$ cat src/rtl/pipe_hazard_ctrl.sv
// Pipeline sequencing controller for the 5-stage core: enables, flushes
// and bubbles for every pipeline register, plus a front-end stall counter.
module pipe_hazard_ctrl #(
  parameter int MD_LAT = 4,
  parameter int CNT_W  = 4
) (
  input  logic        clk,
  input  logic        reset,
  input  logic [4:0]  ifid_rs,
  input  logic [4:0]  ifid_rt,
  input  logic        ifid_uses_rt,
  input  logic        idex_memread,
  input  logic [4:0]  idex_rt,
  input  logic        ex_redirect,
  input  logic        md_start,
  input  logic        mem_wait,
  output logic        pc_en,
  output logic        ifid_en,
  output logic        ifid_flush,
  output logic        idex_en,
  output logic        idex_bubble,
  output logic        exmem_en,
  output logic        exmem_bubble,
  output logic        memwb_en,
  output logic        md_busy,
  output logic        md_done,
  output logic [15:0] stall_cnt
);

  typedef enum logic {
    RUN  = 1'b0,
    BUSY = 1'b1
  } state_e;

  localparam logic [CNT_W-1:0] MD_LOAD = CNT_W'(MD_LAT - 2);

  state_e           state_q, state_d;
  logic [CNT_W-1:0] cnt_q, cnt_d;
  logic [15:0]      stall_q, stall_d;

  logic load_use;
  logic pc_en_c, ifid_en_c, ifid_flush_c;
  logic idex_en_c, idex_bubble_c;
  logic exmem_en_c, exmem_bubble_c;
  logic memwb_en_c, md_done_c;

  assign load_use = idex_memread && (idex_rt != 5'd0) &&
                    ((idex_rt == ifid_rs) ||
                     (ifid_uses_rt && (idex_rt == ifid_rt)));

  always_comb begin
    state_d        = state_q;
    cnt_d          = cnt_q;
    pc_en_c        = 1'b1;
    ifid_en_c      = 1'b1;
    ifid_flush_c   = 1'b0;
    idex_en_c      = 1'b1;
    idex_bubble_c  = 1'b0;
    exmem_en_c     = 1'b1;
    exmem_bubble_c = 1'b0;
    memwb_en_c     = 1'b1;
    md_done_c      = 1'b0;
    if (mem_wait) begin
      pc_en_c    = 1'b0;
      ifid_en_c  = 1'b0;
      idex_en_c  = 1'b0;
      exmem_en_c = 1'b0;
      memwb_en_c = 1'b0;
    end else if (state_q == BUSY) begin
      if (cnt_q != '0) begin
        pc_en_c        = 1'b0;
        ifid_en_c      = 1'b0;
        idex_en_c      = 1'b0;
        exmem_bubble_c = 1'b1;
        cnt_d          = cnt_q - 1'b1;
      end else begin
        md_done_c = 1'b1;
        state_d   = RUN;
      end
    end else if (ex_redirect) begin
      ifid_flush_c  = 1'b1;
      idex_bubble_c = 1'b1;
    end else if (md_start) begin
      // EX is held; bubbles drain downstream while the unit works
      pc_en_c        = 1'b0;
      ifid_en_c      = 1'b0;
      idex_en_c      = 1'b0;
      exmem_bubble_c = 1'b1;
      cnt_d          = MD_LOAD;
      state_d        = BUSY;
    end else if (load_use) begin
      pc_en_c       = 1'b0;
      ifid_en_c     = 1'b0;
      idex_bubble_c = 1'b1;
    end
  end

  always_comb begin
    stall_d = stall_q;
    if (!pc_en_c && (stall_q != 16'hFFFF)) begin
      stall_d = stall_q + 16'd1;
    end
  end

  always_ff @(posedge clk or negedge reset) begin
    if (!reset) begin
      state_q <= RUN;
      cnt_q   <= '0;
      stall_q <= '0;
    end else begin
      state_q <= state_d;
      cnt_q   <= cnt_d;
      stall_q <= stall_d;
    end
  end

  // Reset forces a safe, fully frozen and bubbled pipeline
  always_comb begin
    pc_en        = reset & pc_en_c;
    ifid_en      = reset & ifid_en_c;
    ifid_flush   = reset & ifid_flush_c;
    idex_en      = reset & idex_en_c;
    idex_bubble  = ~reset | idex_bubble_c;
    exmem_en     = reset & exmem_en_c;
    exmem_bubble = ~reset | exmem_bubble_c;
    memwb_en     = reset & memwb_en_c;
    md_done      = reset & md_done_c;
    md_busy      = reset & (state_q == BUSY);
  end

  assign stall_cnt = stall_q;

endmodule

$ cat config.mk
export PLATFORM = sky130hd
export DESIGN_NAME = pipe_hazard_ctrl
export DESIGN_NICKNAME = d
export VERILOG_FILES = /design/src/rtl/pipe_hazard_ctrl.sv
export SDC_FILE = /design/constraint.sdc
export NUM_CORES = 1
export LEC_CHECK = 0
export ABC_AREA = 1
export ABC_CLOCK_PERIOD_IN_PS = 1700
export CAP_MARGIN = 20
export CORE_MARGIN = 5
export CORE_UTILIZATION = 42
export CTS_CLUSTER_DIAMETER = 150
export DETAILED_ROUTE_END_ITERATION = 10
export PLACE_DENSITY = 0.77
export SLEW_MARGIN = 5
export SYNTH_ARGS = -nofsm -noshare
export SYNTH_HDL_FRONTEND = slang
export SYNTH_SLANG_ARGS = --single-unit
$ cat constraint.sdc
create_clock -name clk -period 1.7 [get_ports clk]
set_input_delay 0.34 -clock clk [delete_from_list [all_inputs] [get_ports clk]]
set_output_delay 0.34 -clock clk [all_outputs]
set_load 0.02 [all_outputs]
==> metrics list <==
* Outcome: complete, but fails checks
- Violations in the final reports: setup timing
- The share of total power dissipated in combinational logic is 59.1%.
* Global-route wire length before repair: 7.40 mm
* Post-route worst setup slack: -0.212 ns
- In this run switching power makes up 42.7% of total power.
- Gate family responsible for the most delay along the worst path: flip-flops
- Final estimated routing congestion in global placement: 0.872
- Cell internal power was estimated by the tool at 1.57 mW.
- Main area contributors after synthesis: dfrtp_1 (34%), nand2_1 (21%), inv_1 (8.9%)
* Area of the die: 5040 µm²
- Counting both buffers and inverters, the worst setup path holds a total of 3.
- Across the run, the number of max-cap violations was 0.
- Cells with a size suffix above 1 make up 37.4% of the layout.
* Ports: 48
- The share of the Yosys chip area taken by registers is 33.6%.
* Post-synth cell types: 26
- End-of-flow core utilization: 71.8%
* Transition at the pin with the smallest max-transition slack: 0.304 ns
* Count of clock tree sinks: 21
* Initial core utilization: 43.0%
- After the first detailed-routing iteration, the DRC count stood at 179.
- Most common library cell in the layout ignoring fill and taps: nand2_1
- On the final layout, the worst clock skew is 0.00602 ns.
- After layout, the design draws a total of 2.74 mW.
* Quantity of I/O buffers inserted on ports: 47
- Deepest level of the CTS H-tree: 1
* Number of buffers created by CTS: 3
* Via count of the first global-routing pass: 1762
- Global routing finished with a remaining overflow of 0.
* Total via count in the routed design: 1889
- Later-pin clock latency in the skew report: 0.27 ns
- Final total negative setup slack: -0.815 ns
* Antenna Cells: 0
- Clock network fraction of total power: 12.7%
- Quantity of hold-fixing buffers added after cts: 0
- Data required time of the critical path: 1.36 ns
- Chip width: 71 µm
- The slowest stage of the critical path is the dfrtp_1 cell.
- After detailed routing, the number of remaining DRC violations is 0.
* Synth Cell Area: 1560 µm²
* Via density: 5.01
- On the worst path, the slowest cell contributes a delay of 0.39 ns.
- Cell leakage power: 1.48 nW
* Global router's overall resource usage: 17.8%
* NumNets Final: 354
- Subtracting the final worst setup slack from the clock period gives 1.91 ns.
- After floorplanning, the core was sized to cover 3630 µm².
- For this run, global-route usage on met3 was measured as 2.98%.
- Global routing used 20.8% of the available met1 tracks.
- Clock Tree Root: clkbuf_8
- Worst EP arrival: 1.57 ns
* DR WL/cell: 13.5 µm
- After routing the design area is 2610 µm².
- Setup repair after global routing could not meet its margin everywhere.
* Total cell area at the placement stage: 2320 µm²
- Of all nets on the critical path, the largest fanout is 2.
- Gr busiest metal: met2
* Nets in the synthesized netlist: 263
- The final critical path takes up 112% of the cycle.
- The initialized floorplan defines 22 standard-cell rows.
- Count of synthesis-stage warnings from yosys: 0
- The cell that appears most often on the critical path is buf_4.
* Final hold viol count: 0
* Share of power burned in registers: 28.1%
- The clock passes through at most 2 buffers.
- Before antenna repair, the detailed router went through 5 iterations.
- DP Wirelength: 3.23 mm
- After clock tree synthesis, the clock-pin slew on the worst setup and hold paths is 0.08 ns.
* Met2 Track Usage GR: 32.3%
- Final standard cell count with taps included and fillers excluded: 377
* Post-synth top area share: 33.6%
- Overall routed net length: 5.10 mm
- The largest total area in the synthesized netlist belongs to dfrtp_1.
* Maximum vdd ir drop: 0.000540 V
- The analysis attributes to net switching a power of 1.17 mW.
- Post-Place Setup Slack: -0.920 ns
* Clock tree from TritonCTS: built
- Ratio of total power to cell area: 1050 nW/µm²
- The initial antenna violation count came to 0.
- Worst-path cell chain: inv_2, ha_4, nand3_4, nand2_4, o31ai_2, buf_4, nor3_2, buf_4
- The min-delay analysis places its worst path in the category in -> async.
- Number of flip-flops and latches in the synthesized netlist: 21
- Synthesis handed over a netlist of 239 instances.
- # setup viols final: 7
- Fmax: 523 MHz
- Max-slew violation count: 0
- Crit path launch type: flop
* Synthesized area per cell: 6.54 µm²
* Layout area overhead: 66.9%
- Final worst hold slack: 0.531 ns
* Cell count after placement: 360
- Most frequent cells in the layout: nand2_1 (79), buf_4 (43), inv_1 (27)
* Category of the critical setup timing path: reg -> out
* Pin count of the biggest net entering global routing: 23
- Count of antenna-violating nets left after detailed routing: 0
* Max-Slew Margin vs Limit: 79.7%
* Die H: 71 µm
- STA classifies the critical path endpoint as a primary output.
==> tightest hold or removal path, cell delays in order <==
cell             delay, ns
clkdlybuf4s50_1       0.50
buf_6                 0.11
buf_4                 0.22
==> final cells by class <==
cell class / instances / area [µm²]
Clock buffer: 3 / 41.3
Clock inverter: 1 / 5.00
Fill cell: 286 / 1020
Inverter: 39 / 156
Multi-Input combinational cell: 173 / 1000
Sequential cell: 21 / 532
Tap cell: 48 / 60.1
Timing Repair Buffer: 92 / 815
==> what timing repair did <==
item	in CTS	in global routing
buffers inserted	7	5
pin swaps	24	37
gates resized for setup	106	84
endpoints found under the setup margin	34	30
gates cloned	0	1
==> sequential cells by signal, indices dropped and copies added (netlist names) <==
register and count:
cnt_q 4, stall_cnt 16, state_q 1
==> logic make-up (layout without fill, tap and decap cells) <==
kind of cell               after synthesis  after routing  share of synthesized area, %
AOI/OAI and AO/OA                        8              8                          3.12
and+or+nand+nor                        150            151                          42.4
adders and majority gates                2              2                          1.60
xor gates and xnor gates                12             12                          6.73
DFF                                     21             21                          33.6
buffers and inverters                   46            135                          12.6
==> path summary, 6_finish.rpt <==
path	from	to	slack, ns	depth (start not counted)
setup / recovery	cnt_q[0]	idex_en	-0.21	8
hold / removal	reset	stall_cnt[4]	0.53	3
setup reg to reg	stall_cnt[0]	stall_cnt[1]	0.04	9
hold reg to reg	stall_cnt[13]	stall_cnt[13]	0.58	2
max in group asynchronous	reset	stall_cnt[1]	0.97	3
min in group clk	stall_cnt[13]	stall_cnt[13]	0.58	2
==> Yosys cell counts, drive strengths merged <==
| master | n |
|---|---|
| a32oi | 1 |
| buf | 6 |
| clkbuf | 1 |
| dfrtp | 21 |
| ha | 2 |
| inv | 39 |
| nand2 | 88 |
| nand3 | 27 |
| nand4 | 2 |
| nor2 | 22 |
| nor3 | 5 |
| nor4 | 4 |
| o21ai | 5 |
| o31ai | 2 |
| or2 | 1 |
| or3 | 1 |
| xnor2 | 4 |
| xor2 | 8 |
==> layer usage <==
metal | wire length [µm] | up-vias
met5 | 0 | -
met4 | 149 | 0
met3 | 329 | 15
met2 | 2660 | 85
met1 | 1960 | 870
li1 | - | 919
==> power by group through the flow <==
stage	Sequential, mW	Combinational, mW	Clock [mW]
5_1_grt	0.793	1.74	0.370
4_1_cts	0.757	1.44	0.343
3_5_place_dp	0.743	1.37	0
3_3_place_gp	0.741	1.33	0
6_report	0.771	1.62	0.349
2_1_floorplan	0.833	0.620	0
Note: power is estimated with default switching activity, not from simulation.
